### config.mk
export PLATFORM = sky130hd
export DESIGN_NAME = fsm_stream_ctrl
export DESIGN_NICKNAME = d
export VERILOG_FILES = /design/src/rtl/fsm_stream_ctrl.sv
export SDC_FILE = /design/constraint.sdc
export NUM_CORES = 1
export LEC_CHECK = 0
export ABC_AREA = 1
export BUFFER_PORTS_ARGS = -buffer_cell sky130_fd_sc_hd__buf_2
export CAP_MARGIN = 20
export CORE_MARGIN = 5
export CORE_UTILIZATION = 28
export DETAILED_ROUTE_END_ITERATION = 10
export GPL_ROUTABILITY_DRIVEN = 0
export SLEW_MARGIN = 5
export SYNTH_ARGS = -nofsm -noshare
export SYNTH_HDL_FRONTEND = slang
export SYNTH_SLANG_ARGS = --single-unit
### constraint.sdc
create_clock -name clk -period 2 [get_ports clk]
set_input_delay 0.4 -clock clk [delete_from_list [all_inputs] [get_ports clk]]
set_output_delay 0.4 -clock clk [all_outputs]
set_load 0.03 [all_outputs]
### src/rtl/fsm_stream_ctrl.sv
// Transaction sequencer for a serial-input FSM: resets the FSM for one cycle, streams a
// latched word into it MSB first, and collects the per-bit outputs and a saturating hit count.
module fsm_stream_ctrl #(
    parameter int WIDTH = 8,
    parameter int CNT_W = 4
) (
    input  logic             clk,
    input  logic             rstn,
    input  logic             start,
    input  logic [WIDTH-1:0] data_in,
    input  logic             y_in,
    output logic             x_out,
    output logic             fsm_rstn_out,
    output logic             busy,
    output logic             done,
    output logic [WIDTH-1:0] y_word,
    output logic [CNT_W-1:0] hit_count,
    output logic [1:0]       state
);

    typedef enum logic [1:0] {
        IDLE  = 2'b00,
        CLEAR = 2'b01,
        SHIFT = 2'b10,
        DONE  = 2'b11
    } state_t;

    localparam int IDX_W = (WIDTH > 2) ? $clog2(WIDTH) : 1;
    localparam logic [IDX_W-1:0] LAST_IDX = IDX_W'(WIDTH - 1);

    state_t           state_q;
    state_t           state_d;
    logic [WIDTH-1:0] shreg;
    logic [IDX_W-1:0] idx;

    // NOTE: clocked state uses non-blocking assignments so every register samples pre-edge values.
    always_ff @(posedge clk or negedge rstn) begin
        if (!rstn) begin
            state_q <= IDLE;
        end else begin
            state_q <= state_d;
        end
    end

    // NOTE: every signal driven here gets a default first, so no path can infer a latch.
    always_comb begin
        state_d = state_q;
        case (state_q)
            IDLE:    if (start) state_d = CLEAR;
            CLEAR:   state_d = SHIFT;
            SHIFT:   if (idx == LAST_IDX) state_d = DONE;
            DONE:    state_d = IDLE;
            default: state_d = IDLE;
        endcase
    end

    always_ff @(posedge clk or negedge rstn) begin
        if (!rstn) begin
            shreg     <= '0;
            idx       <= '0;
            y_word    <= '0;
            hit_count <= '0;
        end else begin
            case (state_q)
                IDLE: begin
                    if (start) begin
                        shreg     <= data_in;
                        y_word    <= '0;
                        hit_count <= '0;
                    end
                end
                CLEAR: idx <= '0;
                SHIFT: begin
                    // y_in is the Mealy response to the bit currently on x_out.
                    y_word <= {y_word[WIDTH-2:0], y_in};
                    if (y_in && (hit_count != {CNT_W{1'b1}})) begin
                        hit_count <= hit_count + CNT_W'(1);
                    end
                    shreg <= {shreg[WIDTH-2:0], 1'b0};
                    idx   <= idx + IDX_W'(1);
                end
                default: ;
            endcase
        end
    end

    always_comb begin
        x_out = 1'b0;
        busy  = (state_q != IDLE);
        done  = (state_q == DONE);
        if (state_q == SHIFT) x_out = shreg[WIDTH-1];
    end

    // The downstream FSM is held in reset whenever we are, not only during CLEAR.
    assign fsm_rstn_out = rstn && (state_q != CLEAR);
    assign state        = state_q;

endmodule
==> impl_results.md <==
* # nets final at roughly 200
* Slew Limit Fails at 0
* Sequential area share after synthesis at about half
* Worst hold margin at 0.130 ns
* Clock root buffer: clkbuf_8
* Synth area leaders: dfrtp_1, nand2_1, ha_1
* Synthesis-stage register bit count at 25
* Initial core utilization at 28.8%
* Worst path slowest cell: dfrtp_1
* Number of port buffers at 29
* Total power at ~0.0022 W
* Detailed Route WL at approximately 2700 um
* Final cell area excluding filler cells at approximately 0.0015 mm^2
* Layout fillers at between 400 and 500
* Setup TNS at 0 ns
* Die area at slightly below 0.006 mm^2
* CP Launch Type: flip-flop
* Setup Viol. Count Final at 0
* Leakage at approximately 0.84 nW
* DRT Pass-1 Iters at 4
* Reg area at 626 um^2
* Path depth of the worst reg2reg path at 5
* Tcrit/Tclk final at about 93%
* Post-route ant nets at 0
* CP Capture Type: output pin
* DPL Wire Length at 2000 um
* VDD IR-drop max at just over 0.8 mV
* Arr. time, crit path at approximately 1.5 ns
* Slew Limit Headroom at a little over three fifths
* Area taken by multi-input logic gates at 547 um^2
* Vias in the first global route at about 1000
* Syn avg cell area at between 8 and 9 um^2
* Clock Tree Buf Depth at 2
* Syn Nets at between 150 and 200
* CP max stage delay at about 0.43 ns
* GRT Util Overall at 9.57%
* Post-Synthesis Cell Area at around 0.0013 mm^2
* Vias/cell at 4.46
* Crit path depth at 5
* Critical path's top delay family: flip-flops
* Post-synth top area share at between 40 and 50%
* Fin. Hold Viols at 0
* Grt ovf at 0
* Clock tree from TritonCTS: yes
* Setup CP Type: flip-flop to output pin
* Finished Core Util at about a third
* Die Span Y at about 77 um
* Most frequent CP cell: inv_1
* DR WL/cell at between 10 and 15 um
* Worst-path cell chain: inv_1 -> ha_1 -> nand2_1 -> inv_1 -> buf_2
* Cts hold-fix bufs at 0
* Total vias in the final route at approximately 1000
* Distinct cells, synth at 18
* Synth warnings at 0
* Post-synth EDFFs at 0
* TritonCTS Buffers at 3
* Drc violations at 0
* Die width at 76.9 um
* Worst Skew at 0.00757 ns
* First DRT Iteration DRCs at between 90 and 100
* First-pass GRT wire length at about 4600 um
* Initial antenna violation count at 0
* Tightest Hold Check Type: input pin to async pin
* RSZ-0062 raised after global routing: false
* Power per cell area at about 1500 mW/mm^2
* Crit path max fanout at 7
* CTS HTree Levels at 1
* I/O Pins at 30
* F_max at roughly 540 MHz
* Prevailing post-synth register cell: dfrtp_1
* Share of cells above drive strength 1 at 22.2%
* Status: completed
* Row count at 24
* Ant diodes at 0
* Clock transition at path regs at about 0.090 ns
* Largest net degree at the start of global routing at 27
* DP Area at roughly 0.0014 mm^2
* Critical Path RT at roughly 1.6 ns
* Max Cap Violations at 0
* Syn-to-layout area delta at 19.4%
* Worst skew pair latency at approximately 0.27 ns
* Post-Synthesis Cells at 150
* Worst Path Buf+Inv at 3
* CTS sink count at 25
* Yosys top cell by area: dfrtp_1
* Post-synthesis async set-or-reset flop share at between 90% and 100%
* Core ar. at 0.00435 mm^2
* Tightest Pin Transition at between 0.5 and 0.6 ns
* Min cycle time layout at between 1.5 and 2 ns
layout make-up:
| type | count | area share, % |
|---|---|---|
| timing repair buffer | 31 | 10.7 |
| multi-input combinational | 105 | 36.5 |
| sequential | 25 | 41.7 |
| tap | 52 | 4.34 |
| inverter | 15 | 3.76 |
| clock buffer | 4 | 3.01 |
per-layer routing:
layer  up-vias  track usage [%]  share of wire (%)
li1        543                -                  -
met4         0             2.10               0.38
met5         -                0                  0
met2        20             15.5                 46
met1       470             12.0                 48
met3         2             3.63                5.6
power breakdown:
part,switching (W),total [W],internal [W],leakage [nW]
clock network,0.000154,0.000296,0.000142,0.0228
logic,0.000798,0.00114,0.000340,0.488
registers,0.000107,0.000789,0.000682,0.328
what timing repair did:
item,CTS,global route
setup buffers,0,0
gates resized for setup,0,1
endpoints found under the setup margin,0,1
synth_stat cells, types with 2 or more instances:
cell      number
inv_1         14
nand2_1       48
nor2_1         7
nand3_1       15
dfrtp_1       25
or2_2          2
o211ai_1       4
buf_2          3
o21ai_0       13
o21ai_2        2
ha_1           8
a21oi_1        3
cell usage in the layout (no fill, tap or decap), drive strengths merged:
cell type / Yosys / layout
clkbuf: 0 / 4
nor2: 7 / 7
ha: 8 / 8
nand4: 1 / 1
buf: 5 / 31
o211ai: 4 / 4
dfrtp: 25 / 25
inv: 15 / 15
o21ai: 16 / 16
or2: 2 / 2
nand2: 49 / 49
a21oi: 3 / 3
nand3: 15 / 15
kinds of logic (layout without fill, tap and decap cells):
| logic type | after synthesis | count (layout) | synth area share (%) |
|---|---|---|---|
| and+or+nand+nor | 74 | 74 | 24.4 |
| adders and majority gates | 8 | 8 | 7.98 |
| buffers and inverters | 20 | 50 | 7.18 |
| DFF | 25 | 25 | 49.9 |
| AOI/OAI and AO/OA | 23 | 23 | 10.6 |
through the flow:
stage / setup slack [ns] / cells
2_1_floorplan: 0.0700 / 150
3_3_place_gp: 0.256 / 228
3_5_place_dp: 0.169 / 228
4_1_cts: 0.110 / 232
5_1_grt: 0.0291 / 232
6_report: 0.136 / 232
final timing paths:
kind                                 start        end  slack (ns)
worst min register to register      idx[0]     idx[0]        0.48
max in group asynchronous             rstn  y_word[6]        1.62
worst max-delay path              state[0]      x_out        0.14
worst max register to register    state[1]   shreg[6]        0.29
min in group clk                data_in[0]   shreg[0]        0.38
worst min-delay path                  rstn   shreg[3]        0.13
sequential cells by signal, indices dropped and copies added, names as in the netlist:
signal and cells:
idx 3, y_word 8, state 2, hit_count 4, shreg 8
Note: power is estimated with default switching activity, not from simulation.
